<file path="src/rtl/mem_access_ctrl_pkg.sv">
// rtl/mem_access_ctrl_pkg.sv - shared widths and state encoding for the MEM-stage data-RAM sequencer
package mem_access_ctrl_pkg;

    localparam int DATA_BUS_WIDTH     = 32;
    localparam int ADDR_BUS_WIDTH     = 32;
    localparam int MEM_SEL_BUS_WIDTH  = 4;
    localparam int MEM_CTRL_STATE_BUS = 2;

    typedef enum logic [MEM_CTRL_STATE_BUS-1:0] {
        ST_IDLE   = 2'd0,
        ST_ACCESS = 2'd1,
        ST_DONE   = 2'd2
    } mem_ctrl_state_e;

endpackage

</file>
<file path="src/rtl/mem_access_ctrl_align_check.sv">
// rtl/mem_access_ctrl_align_check.sv - byte-select / address legality check for one access
module mem_access_ctrl_align_check
    import mem_access_ctrl_pkg::*;
#(
    parameter int SEL_W = MEM_SEL_BUS_WIDTH
) (
    input  logic [SEL_W-1:0] sel_i,
    input  logic [1:0]       addr_lsb_i,
    output logic             aligned_o
);

    localparam logic [SEL_W-1:0] SEL_LO_HALF = SEL_W'(4'b0011);
    localparam logic [SEL_W-1:0] SEL_HI_HALF = SEL_W'(4'b1100);
    localparam logic [SEL_W-1:0] SEL_FULL    = '1;

    logic single_lane;
    logic half_word;
    logic full_word;

    // A lone byte lane can sit anywhere; halves need even addresses, full words need word addresses
    always_comb begin
        single_lane = (sel_i != '0) && ((sel_i & (sel_i - SEL_W'(1))) == '0);
        half_word   = (sel_i == SEL_LO_HALF) || (sel_i == SEL_HI_HALF);
        full_word   = (sel_i == SEL_FULL);
        aligned_o   = single_lane
                    | (half_word & ~addr_lsb_i[0])
                    | (full_word & (addr_lsb_i == 2'b00));
    end

endmodule

</file>
<file path="src/rtl/mem_access_ctrl.sv">
// rtl/mem_access_ctrl.sv - MEM-stage data-RAM access sequencer with wait states, stall, and fault reporting
module mem_access_ctrl
    import mem_access_ctrl_pkg::*;
#(
    parameter int DATA_W  = DATA_BUS_WIDTH,
    parameter int ADDR_W  = ADDR_BUS_WIDTH,
    parameter int SEL_W   = MEM_SEL_BUS_WIDTH,
    parameter int TIMEOUT = 64
) (
    input  logic              clk,
    input  logic              rst,
    input  logic              mem_read_flag,
    input  logic              mem_write_flag,
    input  logic [SEL_W-1:0]  mem_sel,
    input  logic [ADDR_W-1:0] mem_addr,
    input  logic [DATA_W-1:0] mem_write_data,
    input  logic              flush,
    input  logic              pipe_stall,
    output logic              bus_req,
    output logic              bus_we,
    output logic [ADDR_W-1:0] bus_addr,
    output logic [SEL_W-1:0]  bus_sel,
    output logic [DATA_W-1:0] bus_wdata,
    input  logic              bus_ready,
    input  logic [DATA_W-1:0] bus_rdata,
    output logic              stall_request,
    output logic [DATA_W-1:0] ram_read_data_out,
    output logic              access_fault,
    output logic              busy
);

    localparam int               CNT_W    = (TIMEOUT > 2) ? $clog2(TIMEOUT) : 1;
    localparam logic [CNT_W-1:0] CNT_LAST = CNT_W'(TIMEOUT - 1);

    mem_ctrl_state_e   state_q, state_d;
    logic [CNT_W-1:0]  cnt_q, cnt_d;
    logic              bus_req_q, bus_req_d;
    logic              bus_we_q, bus_we_d;
    logic [ADDR_W-1:0] bus_addr_q, bus_addr_d;
    logic [SEL_W-1:0]  bus_sel_q, bus_sel_d;
    logic [DATA_W-1:0] bus_wdata_q, bus_wdata_d;
    logic [DATA_W-1:0] rdata_q, rdata_d;
    logic              fault_q, fault_d;

    logic req;
    logic aligned;

    assign req = (mem_read_flag | mem_write_flag) & ~flush;

    mem_access_ctrl_align_check #(
        .SEL_W (SEL_W)
    ) u_align_check (
        .sel_i      (mem_sel),
        .addr_lsb_i (mem_addr[1:0]),
        .aligned_o  (aligned)
    );

    // Next-state and datapath: latch the request in IDLE, hold the bus until ready or timeout, then one DONE slot
    always_comb begin
        state_d     = state_q;
        cnt_d       = cnt_q;
        bus_req_d   = bus_req_q;
        bus_we_d    = bus_we_q;
        bus_addr_d  = bus_addr_q;
        bus_sel_d   = bus_sel_q;
        bus_wdata_d = bus_wdata_q;
        rdata_d     = rdata_q;
        fault_d     = 1'b0;
        case (state_q)
            ST_IDLE: begin
                if (req) begin
                    if (aligned) begin
                        bus_req_d   = 1'b1;
                        bus_we_d    = mem_write_flag;
                        bus_addr_d  = {mem_addr[ADDR_W-1:2], 2'b00};
                        bus_sel_d   = mem_sel;
                        bus_wdata_d = mem_write_data;
                        cnt_d       = '0;
                        state_d     = ST_ACCESS;
                    end else begin
                        fault_d = 1'b1;
                        state_d = ST_DONE;
                    end
                end
            end
            ST_ACCESS: begin
                if (bus_ready) begin
                    bus_req_d = 1'b0;
                    if (!bus_we_q) begin
                        rdata_d = bus_rdata;
                    end
                    state_d = ST_DONE;
                end else if (cnt_q == CNT_LAST) begin
                    bus_req_d = 1'b0;
                    rdata_d   = '0;
                    fault_d   = 1'b1;
                    state_d   = ST_DONE;
                end else begin
                    cnt_d = cnt_q + CNT_W'(1);
                end
            end
            ST_DONE: begin
                if (!pipe_stall) begin
                    state_d = ST_IDLE;
                end
            end
            default: begin
                state_d   = ST_IDLE;
                bus_req_d = 1'b0;
            end
        endcase
    end

    // State and datapath registers with synchronous reset
    always_ff @(posedge clk) begin
        if (rst) begin
            state_q     <= ST_IDLE;
            cnt_q       <= '0;
            bus_req_q   <= 1'b0;
            bus_we_q    <= 1'b0;
            bus_addr_q  <= '0;
            bus_sel_q   <= '0;
            bus_wdata_q <= '0;
            rdata_q     <= '0;
            fault_q     <= 1'b0;
        end else begin
            state_q     <= state_d;
            cnt_q       <= cnt_d;
            bus_req_q   <= bus_req_d;
            bus_we_q    <= bus_we_d;
            bus_addr_q  <= bus_addr_d;
            bus_sel_q   <= bus_sel_d;
            bus_wdata_q <= bus_wdata_d;
            rdata_q     <= rdata_d;
            fault_q     <= fault_d;
        end
    end

    assign bus_req           = bus_req_q;
    assign bus_we            = bus_we_q;
    assign bus_addr          = bus_addr_q;
    assign bus_sel           = bus_sel_q;
    assign bus_wdata         = bus_wdata_q;
    assign ram_read_data_out = rdata_q;
    assign access_fault      = fault_q;
    assign busy              = (state_q != ST_IDLE);
    // DONE deliberately releases the pipeline so the MEM instruction can move into MEM/WB
    assign stall_request     = ((state_q == ST_IDLE) & req) | (state_q == ST_ACCESS);

endmodule

</file>
<file path="config.mk">
export PLATFORM = sky130hd
export DESIGN_NAME = mem_access_ctrl
export DESIGN_NICKNAME = d
export VERILOG_FILES = /design/src/rtl/mem_access_ctrl_pkg.sv /design/src/rtl/mem_access_ctrl_align_check.sv /design/src/rtl/mem_access_ctrl.sv
export SDC_FILE = /design/constraint.sdc
export NUM_CORES = 1
export LEC_CHECK = 0
export BUFFER_PORTS_ARGS = -buffer_cell sky130_fd_sc_hd__clkbuf_2
export CORE_ASPECT_RATIO = 0.7
export CORE_MARGIN = 3
export CORE_UTILIZATION = 50
export DETAILED_ROUTE_END_ITERATION = 16
export PLACE_DENSITY_LB_ADDON = 0.25
export SKIP_LAST_GASP = 1
export SLEW_MARGIN = 10
export SYNTH_ARGS = -nofsm -noshare
export SYNTH_HDL_FRONTEND = slang
export SYNTH_SLANG_ARGS = --single-unit
</file>
<file path="constraint.sdc">
create_clock -name clk -period 4.3 [get_ports clk]
set_input_delay 0.86 -clock clk [delete_from_list [all_inputs] [get_ports clk]]
set_output_delay 0.86 -clock clk [all_outputs]
set_load 0.03 [all_outputs]
</file>
==> results of run 1 <==
## per-layer routing
layer | wire length, um | share of wire [%] | GRT usage (%)
met1 | 4619 | 44 | 25.04
met2 | 4902 | 46 | 32.31
met3 | 914 | 8.6 | 6.915
met4 | 133 | 1.3 | 5.864
met5 | 0 | 0 | 0
## layout by cell type, fill, tap and decap left out, types with 2 or more instances in the layout
master	netlist	final
clkbuf_2	0	208
nand2b_1	135	135
dfxtp_1	109	109
mux2i_1	67	67
a22o_1	32	32
clkbuf_16	0	9
nand3b_1	5	5
nor3_1	6	5
a21oi_1	5	4
nor2_1	4	4
nand3_1	4	4
xor2_1	4	4
buf_4	2	3
inv_1	2	2
nand2_1	2	2
nor4b_1	2	2
o211ai_1	2	2
conb_1	1	2
## how the worst max path moves through the flow
stage | start | slack, ps | end | cells after the start
4_1_cts | mem_sel[3] | 1660 | bus_wdata[18]$_SDFFE_PP0P_ | 6
3_3_place_gp | mem_sel[3] | 1380 | bus_wdata[16]$_SDFFE_PP0P_ | 6
2_1_floorplan | flush | 1900 | stall_request | 2
6_report | mem_sel[3] | 1650 | bus_wdata[6]$_SDFFE_PP0P_ | 6
5_1_grt | mem_sel[3] | 1540 | bus_wdata[3]$_SDFFE_PP0P_ | 6
3_5_place_dp | mem_sel[3] | 1290 | bus_addr[15]$_SDFFE_PP0P_ | 6
## metrics by stage
stage / total power (uW) / hold slack, ps / area (um^2)
after floorplan: 1300 / 491.0 / 4626
after global placement: 1388 / 454.1 / 5635
after detailed placement: 1395 / 461.8 / 5635
after CTS: 2221 / 476.4 / 5934
after global routing: 2286 / 491.7 / 5934
final: 2191 / 473.2 / 5934
## final cells by class
type                       count  area [um^2]  area share (%)
tap                          120        150.1           2.530
sequential                   109         2182           36.77
inverter                       2        7.507          0.1265
multi-input combinational    291         2207           37.19
timing repair buffer         213         1089           18.34
clock buffer                  10        239.0           4.027
clock inverter                 5        60.06           1.012
## cell usage after synthesis
| master | number | area (um^2) |
|---|---|---|
| or2b_1 | 1 | 7.510 |
| or2_2 | 1 | 6.260 |
| or2_4 | 1 | 8.760 |
| nor3_1 | 6 | 30.03 |
| nor3b_1 | 1 | 7.510 |
| o21ai_0 | 1 | 5.000 |
| xor2_1 | 4 | 35.03 |
| o31ai_1 | 1 | 7.510 |
| nand3b_1 | 5 | 37.54 |
| ha_1 | 1 | 12.51 |
| clkbuf_1 | 22 | 82.58 |
| nor2_1 | 4 | 15.01 |
| a21oi_1 | 5 | 25.02 |
| o2111ai_1 | 1 | 8.760 |
| inv_1 | 2 | 7.510 |
| a22o_1 | 32 | 280.3 |
| mux2i_1 | 67 | 670.6 |
| nand2_1 | 2 | 7.510 |
| o22ai_1 | 1 | 6.260 |
| nand3_1 | 4 | 20.02 |
| buf_12 | 6 | 120.1 |
| a21boi_4 | 1 | 18.77 |
| and4_1 | 1 | 8.760 |
| o211ai_1 | 2 | 15.01 |
| o32ai_1 | 1 | 8.760 |
| o21ai_1 | 1 | 5.000 |
| o21bai_1 | 1 | 7.510 |
| a211o_1 | 1 | 8.760 |
| buf_8 | 1 | 15.01 |
| a31oi_1 | 1 | 6.260 |
| a311oi_2 | 1 | 15.01 |
| buf_2 | 1 | 5.000 |
| nand2b_1 | 135 | 844.6 |
| o32a_4 | 1 | 22.52 |
| o21a_1 | 1 | 7.510 |
| nor4b_1 | 2 | 17.52 |
| a211oi_1 | 1 | 7.510 |
| dfxtp_1 | 109 | 2182 |
| conb_1 | 1 | 3.750 |
| and3_1 | 1 | 6.260 |
| buf_4 | 2 | 15.01 |
## kinds of logic after synthesis
kind of cell    Yosys count  synth area share, %
other cells               1              0.08113
compound gates           53                9.854
mux                      67                14.51
flops                   109                47.21
buf+inv                  34                5.306
xor+xnor                  4               0.7579
simple gates            164                22.01
fa+ha+maj                 1               0.2707
## critical path: cells and delay by family
kind	cells	cell delay, ps
buf+inv	2	550
mux	1	230
simple gates	1	270
compound gates	2	950
## power by group through the flow
stage               clock (uW)  combinational, uW  sequential (uW)
finish                     819                305             1070
global route               886                329             1070
CTS                        848                308             1070
detailed placement           0                307             1090
global placement             0                300             1090
floorplan                    0                146             1150
## sequential cells by signal, indices dropped and copies added (netlist names)
register           count
cnt_q                  6
bus_req                1
state_q                2
bus_wdata             32
bus_sel                4
bus_we                 1
ram_read_data_out     32
access_fault           1
bus_addr              30
==> key figures, run 1 <==
Run status
  – Status: finished clean

Timing
  – Worst Skew: between 7 and 8 ps
  – Hold Fails Final Rpt: 0
  – Final WS setup: 1650 ps
  – Post-route minimum period: approximately 2600 ps
  – Fmax: about 380 MHz
  – Total negative slack: 0 ps
  – Measured slew at the worst slew-check pin: around 810 ps
  – Post-route clock period utilization: a little over 60%
  – Setup violators final: 0
  – Rel. slew slack: between 40% and 50%
  – Slew Limit Fails: 0
  – RSZ-0062 raised after global routing: no

Clocking
  – TritonCTS clock tree: yes
  – Num CTS Buffers: 9
  – Post-CTS sizing: 0
  – CTS Buffer Depth: 2
  – Worst-path clk slew: ~70 ps
  – Hold Buf Count CTS: 0
  – Worst skew pair latency: ~340 ps
  – Post-CTS Setup Bufs: 0
  – Max H-tree Level: 3
  – Clk sinks: 109
  – Clock root cell: clkbuf_16

Routing
  – Total Routed Length: around 11 mm
  – Vias/cell: slightly below 5
  – DRT iter0 DRCs: a little under 200
  – DR WL/cell: ~14 um
  – Final ANT Viol Nets: 0
  – Vias: about 3700
  – DR pass1 iterations: 4
  – Post-route DRC: 0

Global routing
  – Gr ovfl total: 0
  – Vias in the first global route: between 3000 and 4000
  – First-pass GRT wire length: 16.92 mm
  – Antenna violations before repair: 0
  – Largest net degree at the start of global routing: slightly below 90
  – Overall Global Routing Usage: roughly a fifth

Floorplanning
  – Initial Util: a little over half
  – IO Pins: 212
  – Area of the die: 10450 um^2
  – FP Rows: 28
  – CORE AREA: about 8700 um^2
  – Chip Height: roughly 86 um
  – Overall die width: roughly 120 um

Logic synthesis
  – Syn Inst Count: roughly 430
  – Synth warn: 0
  – Synth Register Bits: about 110
  – Netlist cell types: 41
  – Syn_area_per_cell: around 11 um^2
  – Mapped cell area: 4622 um^2
  – Seq/Total Area, Yosys: between 40% and 50%

Place
  – Pre-CTS setup slack: roughly 1300 ps
  – Placer Congestion: around 0.82
  – Final HPWL DP: roughly 7.8 mm
  – Dpl cells: 735
  – PortBufs: ~210

Worst setup path
  – R2r startpoint: state_q[1]$_SDFFE_PP0P_
  – WP data arrival: approximately 2900 ps
  – Reg2Reg Depth: 5
  – Setup slack, reg-to-reg: roughly 2000 ps
  – Crit path required time: 4560 ps
  – CP max FO: 56
  – Slowest cell on the critical path: a21boi_4
  – Critical register-to-register path endpoint: bus_wdata[6]$_SDFFE_PP0P_
  – Critical path class: in -> reg
  – Max stage delay on crit path: 610 ps
  – Crit path launch type: input port
  – Worst-path cell chain: clkbuf_2 > or2_4 > o32a_4 > a21boi_4 > buf_12 > mux2i_1
  – Nature of the critical path endpoint: flip-flop

Worst hold path
  – Hold Crit Class: reg -> reg
  – Min-Delay Endpoint: bus_sel[1]$_SDFFE_PP0P_
  – Hold path depth: 2
  – Hold_sp: bus_sel[1]$_SDFFE_PP0P_

Power
  – Reg power frac: between 40% and 50%
  – Comb pwr share: between 10 and 15%
  – Leak: 0.002623 uW
  – PwrDens: approximately 370 nW/um^2
  – Sw power: 552.5 uW
  – Switching Fraction: about a quarter
  – Clock Power Share: between 30% and 40%
  – Max IR drop VDD: about 0.21 mV
  – Internal power component: about 1600 uW

Final layout
  – # nets final: between 700 and 800
  – Final Util: 68.03%
  – Area Growth Syn to Fin: 28.40%
  – FILL cells: ~700
  – Layout Cells excl Fill: 750
  – ANT cells: 0
  – Layout cell share with drive strength beyond 1: 37.30%

Run
  – Max-cap violations: 0
Power figures use the tool's default switching activity.
==> run 2, diff against run 1 <==
- CORE_UTILIZATION: 50 -> 47
- clock period: 4.3 -> 2.7 ns (I/O delays scaled with it)
==> run 2 against run 1 <==
Against the previous run: first-iteration DRC count rose by 2.5%; clock power up 54%; critical path depth is the same; final area hardly changed; highest routed layer unchanged; routed wire length grew 1.3%; combinational power grew 60%; sequential share of layout area about the same; worst hold slack got worse by 55 ps; clock skew fell by 0.92 ps; sequential cell count unchanged; setup slack worse by 860 ps; largest cell class unchanged; largest power group unchanged; via count is 0.41% higher.
==> key figures, run 2 (same netlist as run 1, synthesis figures left out) <==
Global routing
  – Gr ovfl total: 0 (unchanged)
  – Largest net degree at the start of global routing: 75 (-16%)
  – Overall Global Routing Usage: 18.78% (-1.0 points)
  – Antenna violations before repair: 0 (unchanged)
  – Vias in the first global route: 3456 (-4.7%)
  – First-pass GRT wire length: 17.07 mm (+0.90%)

Worst hold path
  – Hold Crit Class: in -> reg

Timing
  – Measured slew at the worst slew-check pin: 538.3 ps (-273.0 ps)
  – Post-route clock period utilization: a little over two thirds
  – Hold Fails Final Rpt: 0 (unchanged)
  – Fmax: 523.0 MHz
  – Post-route minimum period: ~1900 ps
  – Final WS setup: 787.8 ps (-862.6 ps)
  – Worst Skew: 6.446 ps (-0.9204 ps)
  – RSZ-0062 raised after global routing: no
  – Total negative slack: 0 ps (unchanged)
  – Slew Limit Fails: 0 (unchanged)
  – Setup violators final: 0 (unchanged)
  – Rel. slew slack: 64.04% (+18 points)

Routing
  – Vias/cell: 4.879 (-0.26%)
  – DR pass1 iterations: 4 (unchanged)
  – Post-route DRC: 0 (unchanged)
  – Total Routed Length: 10.71 mm (+1.3%)
  – Final ANT Viol Nets: 0 (unchanged)
  – DR WL/cell: 14.18 um (+0.61%)
  – Vias: 3684 (+0.41%)
  – DRT iter0 DRCs: 202 (+2.5%)

Power
  – Max IR drop VDD: 0.3091 mV (+47%)
  – Clock Power Share: 36.6% (-0.8 points)
  – PwrDens: 581.7 nW/um^2 (+58%)
  – Comb pwr share: 14.1% (+0.2 points)
  – Switching Fraction: 25.21% (about the same)
  – Internal power component: 2580 uW (+58%)
  – Reg power frac: 49.2% (+0.5 points)
  – Sw power: 869.7 uW (+57%)
  – Leak: 0.002614 uW (-0.33%)
  – Total Power: 3450 uW (+58%)

Worst setup path
  – WP data arrival: 2170 ps (-740 ps)
  – Reg2Reg Depth: 6 (+1)
  – R2r startpoint: cnt_q[0]$_SDFFE_PP0P_
  – Critical path class: in -> reg
  – Critical register-to-register path endpoint: ram_read_data_out[5]$_SDFFE_PP0P_
  – Setup slack, reg-to-reg: 800 ps (-1190 ps)
  – CP Capture Point: bus_addr[19]$_SDFFE_PP0P_
  – CP max FO: 74 (+32%)
  – Crit path required time: 2960 ps (-1600 ps)
  – Crit path launch type: input port
  – CP Launch Point: mem_sel[3]
  – Nature of the critical path endpoint: flip-flop

Floorplanning
  – FP Rows: 29 (+3.6%)
  – Overall die width: 124.5 um (+3.0%)
  – Chip Height: 88.97 um (+2.9%)
  – CORE AREA: 9325 um^2 (+6.9%)
  – IO Pins: 212 (unchanged)
  – Initial Util: 49.56% (-3.4 points)
  – Area of the die: 11080 um^2 (+6.0%)

Place
  – Pre-CTS setup slack: 447.6 ps (-840.1 ps)
  – PortBufs: 209 (unchanged)
  – Placer Congestion: 0.8276 (+0.90%)
  – Final HPWL DP: 7.891 mm (+1.4%)

Clocking
  – Worst skew pair latency: 330 ps (about the same)
  – Hold Buf Count CTS: 0 (unchanged)
  – Post-CTS sizing: 0 (unchanged)
  – Post-CTS Setup Bufs: 0 (unchanged)
  – Worst-path clk slew: 70 ps (about the same)
  – CTS Buffer Depth: 2 (unchanged)
  – Num CTS Buffers: 9 (unchanged)
  – Max H-tree Level: 3 (unchanged)
  – TritonCTS clock tree: yes
  – Clk sinks: 109 (unchanged)
  – Clock root cell: clkbuf_16

Final layout
  – # nets final: 735 (+0.14%)
  – FILL cells: 796 (+14%)
  – Area Growth Syn to Fin: 28.32% (about the same)
  – ANT cells: 0 (unchanged)
  – Most common cell after layout, fill and taps aside: clkbuf_2
  – Commonest non-fill, non-tap cells in the layout: 208 x clkbuf_2, 135 x nand2b_1, 109 x dfxtp_1
  – Layout cell share with drive strength beyond 1: 37.08% (-0.22 points)
  – Final Util: 63.60% (-4.4 points)

Run
  – Max-cap violations: 0 (unchanged)

Run status
  – Status: finished clean
-- run 2: power by group through the flow --
stage / clock (uW) / sequential, uW / combinational, uW
3_5_place_dp: 0 / 1730 / 491
3_3_place_gp: 0 / 1730 / 481
6_report: 1260 / 1700 / 488
5_1_grt: 1380 / 1700 / 526
4_1_cts: 1300 / 1700 / 492
2_1_floorplan: 0 / 1840 / 233
-- run 2: routing by layer --
layer	track usage, %	wire length (um)
met5	0	0
met4	4.776	99
met1	24.11	4743
met3	7.284	835
met2	30.25	5027
-- run 2: final cells by class --
type	count	area, um^2	share of cell area [%]
inverters	2	7.507	0.1266
multi-input cells	291	2207	37.22
repair buffers	214	1096	18.48
clock buffers	11	232.7	3.924
clock inverters	4	50.05	0.8439
flip-flops and latches	109	2182	36.79
well taps	124	155.1	2.616
-- run 2: through the flow --
step                hold slack [ps]  cells  area (um^2)
CTS                           400.1    755         5931
finish                        418.3    755         5931
global placement              452.8    740         5648
floorplan                     491.0    434         4626
detailed placement            456.9    740         5648
global route                  399.6    755         5931
-- run 2: worst min-delay path by stage --
stage | start | to | slack (ps) | cells past startpoint
final | bus_rdata[23] | ram_read_data_out[23]$_SDFFE_PP0P_ | 420 | 2
after global routing | bus_rdata[24] | ram_read_data_out[24]$_SDFFE_PP0P_ | 400 | 2
after CTS | bus_rdata[23] | ram_read_data_out[23]$_SDFFE_PP0P_ | 400 | 2
after detailed placement | bus_req$_SDFFE_PP0P_ | bus_req$_SDFFE_PP0P_ | 460 | 1
after global placement | bus_req$_SDFFE_PP0P_ | bus_req$_SDFFE_PP0P_ | 450 | 1
after floorplan | state_q[1]$_SDFFE_PP0P_ | access_fault$_SDFF_PP0_ | 490 | 1
-- run 2: worst max-delay path: stages --
cell	delay [ps]
clkbuf_2	130
nor4b_1	450
a311oi_2	130
a21boi_4	200
buf_12	430
mux2i_1	260
==> run 3, diff against run 2 <==
- CORE_UTILIZATION: 47 -> 42
- clock period: 2.7 -> 1.55 ns (I/O delays scaled with it)
==> run 3 against run 2 <==
Against the previous run: routed wire length is 12% higher; sequential share of layout area fell by 3.1 points; via count up 4.3%; total power rose by 88%; combinational power is 110% higher; highest routed layer unchanged.
==> key figures, run 3 (same netlist as run 1, synthesis figures left out) <==
Run status
  – Status: finished clean

Global routing
  – Largest net degree at the start of global routing: 59 (-21%)
  – Overall Global Routing Usage: 17.70% (-1.1 points)
  – Antenna violations before repair: 0 (unchanged)
  – Vias in the first global route: 3755 (+8.7%)
  – Gr ovfl total: 0 (unchanged)
  – First-pass GRT wire length: 17.95 mm (+5.1%)

Clocking
  – Worst-path clk slew: 80 ps (about the same)
  – Clk sinks: 109 (unchanged)
  – CTS Buffer Depth: 2 (unchanged)
  – Max H-tree Level: 3 (unchanged)
  – Hold Buf Count CTS: 0 (unchanged)
  – Worst skew pair latency: 340 ps (about the same)
  – Num CTS Buffers: 9 (unchanged)
  – Clock root cell: clkbuf_16
  – TritonCTS clock tree: yes

Final layout
  – Storage cell area: 2186 um^2 (+0.17%)
  – FILL cells: 932 (+17%)
  – Area Growth Syn to Fin: 40.39%
  – Most common cell after layout, fill and taps aside: clkbuf_2
  – Multi-input gate area in the final layout: 2263 um^2 (+2.6%)
  – Layout Cells excl Fill: 808 (+7.0%)
  – Commonest non-fill, non-tap cells in the layout: 206 x clkbuf_2, 135 x nand2b_1, 106 x dfxtp_1
  – Layout cell share with drive strength beyond 1: 41.67% (+4.6 points)
  – ANT cells: 0 (unchanged)
  – # nets final: 763 (+3.8%)

Floorplanning
  – CORE AREA: 10550 um^2 (+13%)
  – FP Rows: 31 (+6.9%)
  – IO Pins: 212 (unchanged)
  – Area of the die: 12320 um^2 (+11%)
  – Overall die width: 131.4 um (+5.5%)
  – Initial Util: 43.81% (-5.8 points)
  – Chip Height: 93.77 um (+5.4%)

Routing
  – DRT iter0 DRCs: 131 (-35%)
  – DR WL/cell: 14.90 um (+5.1%)
  – Post-route DRC: 0 (unchanged)
  – Vias: 3844 (+4.3%)
  – Final ANT Viol Nets: 0 (unchanged)
  – Total Routed Length: 12.04 mm (+12%)
  – DR pass1 iterations: 4 (unchanged)
  – Vias/cell: 4.757 (-2.5%)

Worst hold path
  – Hold Crit Class: in -> reg

Timing
  – Total negative slack: 0 ps (unchanged)
  – Setup violators final: 0 (unchanged)
  – Slew Limit Fails: 0 (unchanged)
  – Fmax: around 650 MHz
  – RSZ-0062 raised after global routing: yes
  – Hold Fails Final Rpt: 0 (unchanged)
  – Post-route minimum period: 1550 ps
  – Worst Skew: 7.305 ps (+0.8593 ps)
  – Post-route clock period utilization: 99.99%

Place
  – Final HPWL DP: 8.227 mm (+4.3%)
  – Placer Congestion: 0.8080 (-2.4%)
  – Dpl cells: 783 (+5.8%)
  – PortBufs: 209 (unchanged)

Worst setup path
  – Crit path required time: 1810 ps (-1150 ps)
  – Nature of the critical path endpoint: flip-flop
  – CP max FO: 9 (-88%)
  – Crit path launch type: flip-flop
  – Critical path class: reg -> reg
  – WP data arrival: 1810 ps (-360 ps)

Power
  – Max IR drop VDD: 0.5883 mV (+90%)
  – Leak: 0.002855 uW (+9.2%)
  – Total Power: 6494 uW (+88%)
  – PwrDens: 1001 nW/um^2 (+72%)

Run
  – Max-cap violations: 0 (unchanged)
-- run 3: cell count changes in the layout (fill, tap and decap cells not counted), sizes merged --
| cell | change |
|---|---|
| buf | +25 |
| bufinv | +1 |
| clkbuf | +1 |
| clkinvlp | -1 |
| inv | +3 |
-- run 3: area by class of cell --
type	count	area share, %
clock buffer	9	3.471
tap	148	2.854
multi-input combinational	291	34.88
timing repair buffer	242	23.37
inverter	2	0.1157
clock inverter	7	1.620
sequential	109	33.69
-- run 3: per-stage QoR --
| stage | setup slack, ps | hold slack [ps] | cell area (um^2) | util, % |
|---|---|---|---|---|
| 4_1_cts | 5.049 | 158.8 | 6287 | 59.59 |
| 5_1_grt | -79.22 | 166.0 | 6489 | 61.50 |
| 3_5_place_dp | -360.8 | 461.0 | 5883 | 55.76 |
| 2_1_floorplan | -21.23 | 435.5 | 4653 | - |
| 6_report | 0.1839 | 170.8 | 6489 | 61.50 |
| 3_3_place_gp | -257.5 | 455.1 | 5883 | 55.76 |
-- run 3: path summary, 6_finish.rpt --
| kind | startpoint | to | slack, ps | cells past startpoint |
|---|---|---|---|---|
| worst min-delay path | bus_rdata[14] | ram_read_data_out[14]$_SDFFE_PP0P_ | 170 | 2 |
| worst min register to register | bus_wdata[17]$_SDFFE_PP0P_ | bus_wdata[17]$_SDFFE_PP0P_ | 470 | 2 |
| worst max register to register | state_q[1]$_SDFFE_PP0P_ | bus_wdata[29]$_SDFFE_PP0P_ | 0.2 | 6 |
| worst max-delay path | state_q[1]$_SDFFE_PP0P_ | bus_wdata[29]$_SDFFE_PP0P_ | 0.2 | 6 |
-- run 3: what timing repair did --
| item | in CTS | in global routing |
|---|---|---|
| setup endpoints to repair | 74 | 103 |
| buffers inserted | 2 | 0 |
| pin swaps | 0 | 3 |
| cloned | 1 | 6 |
| resized for setup | 5 | 20 |
-- run 3: worst max-delay path, cell delays in order, from the launching register on --
cell	delay (ps)
dfxtp_2	320
or2_4	250
nor2_4	130
a21boi_4	220
buf_12	170
buf_16	150
mux2i_2	220
-- run 3: metal layers --
metal  up-vias  wire, um  global-route usage (%)
met1      1800      5459                   21.90
li1       1915         -                       -
met4         0        77                   4.371
met3         6       798                   6.103
met2       123      5705                   29.96
met5         -         0                       0
-- run 3: power by group --
group / switching (uW) / total (uW) / leakage (uW) / internal [uW]
combinational: 550 / 1020 / 0.00181 / 468
sequential: 54.1 / 2950 / 0.000884 / 2900
clock: 1080 / 2520 / 0.000159 / 1440
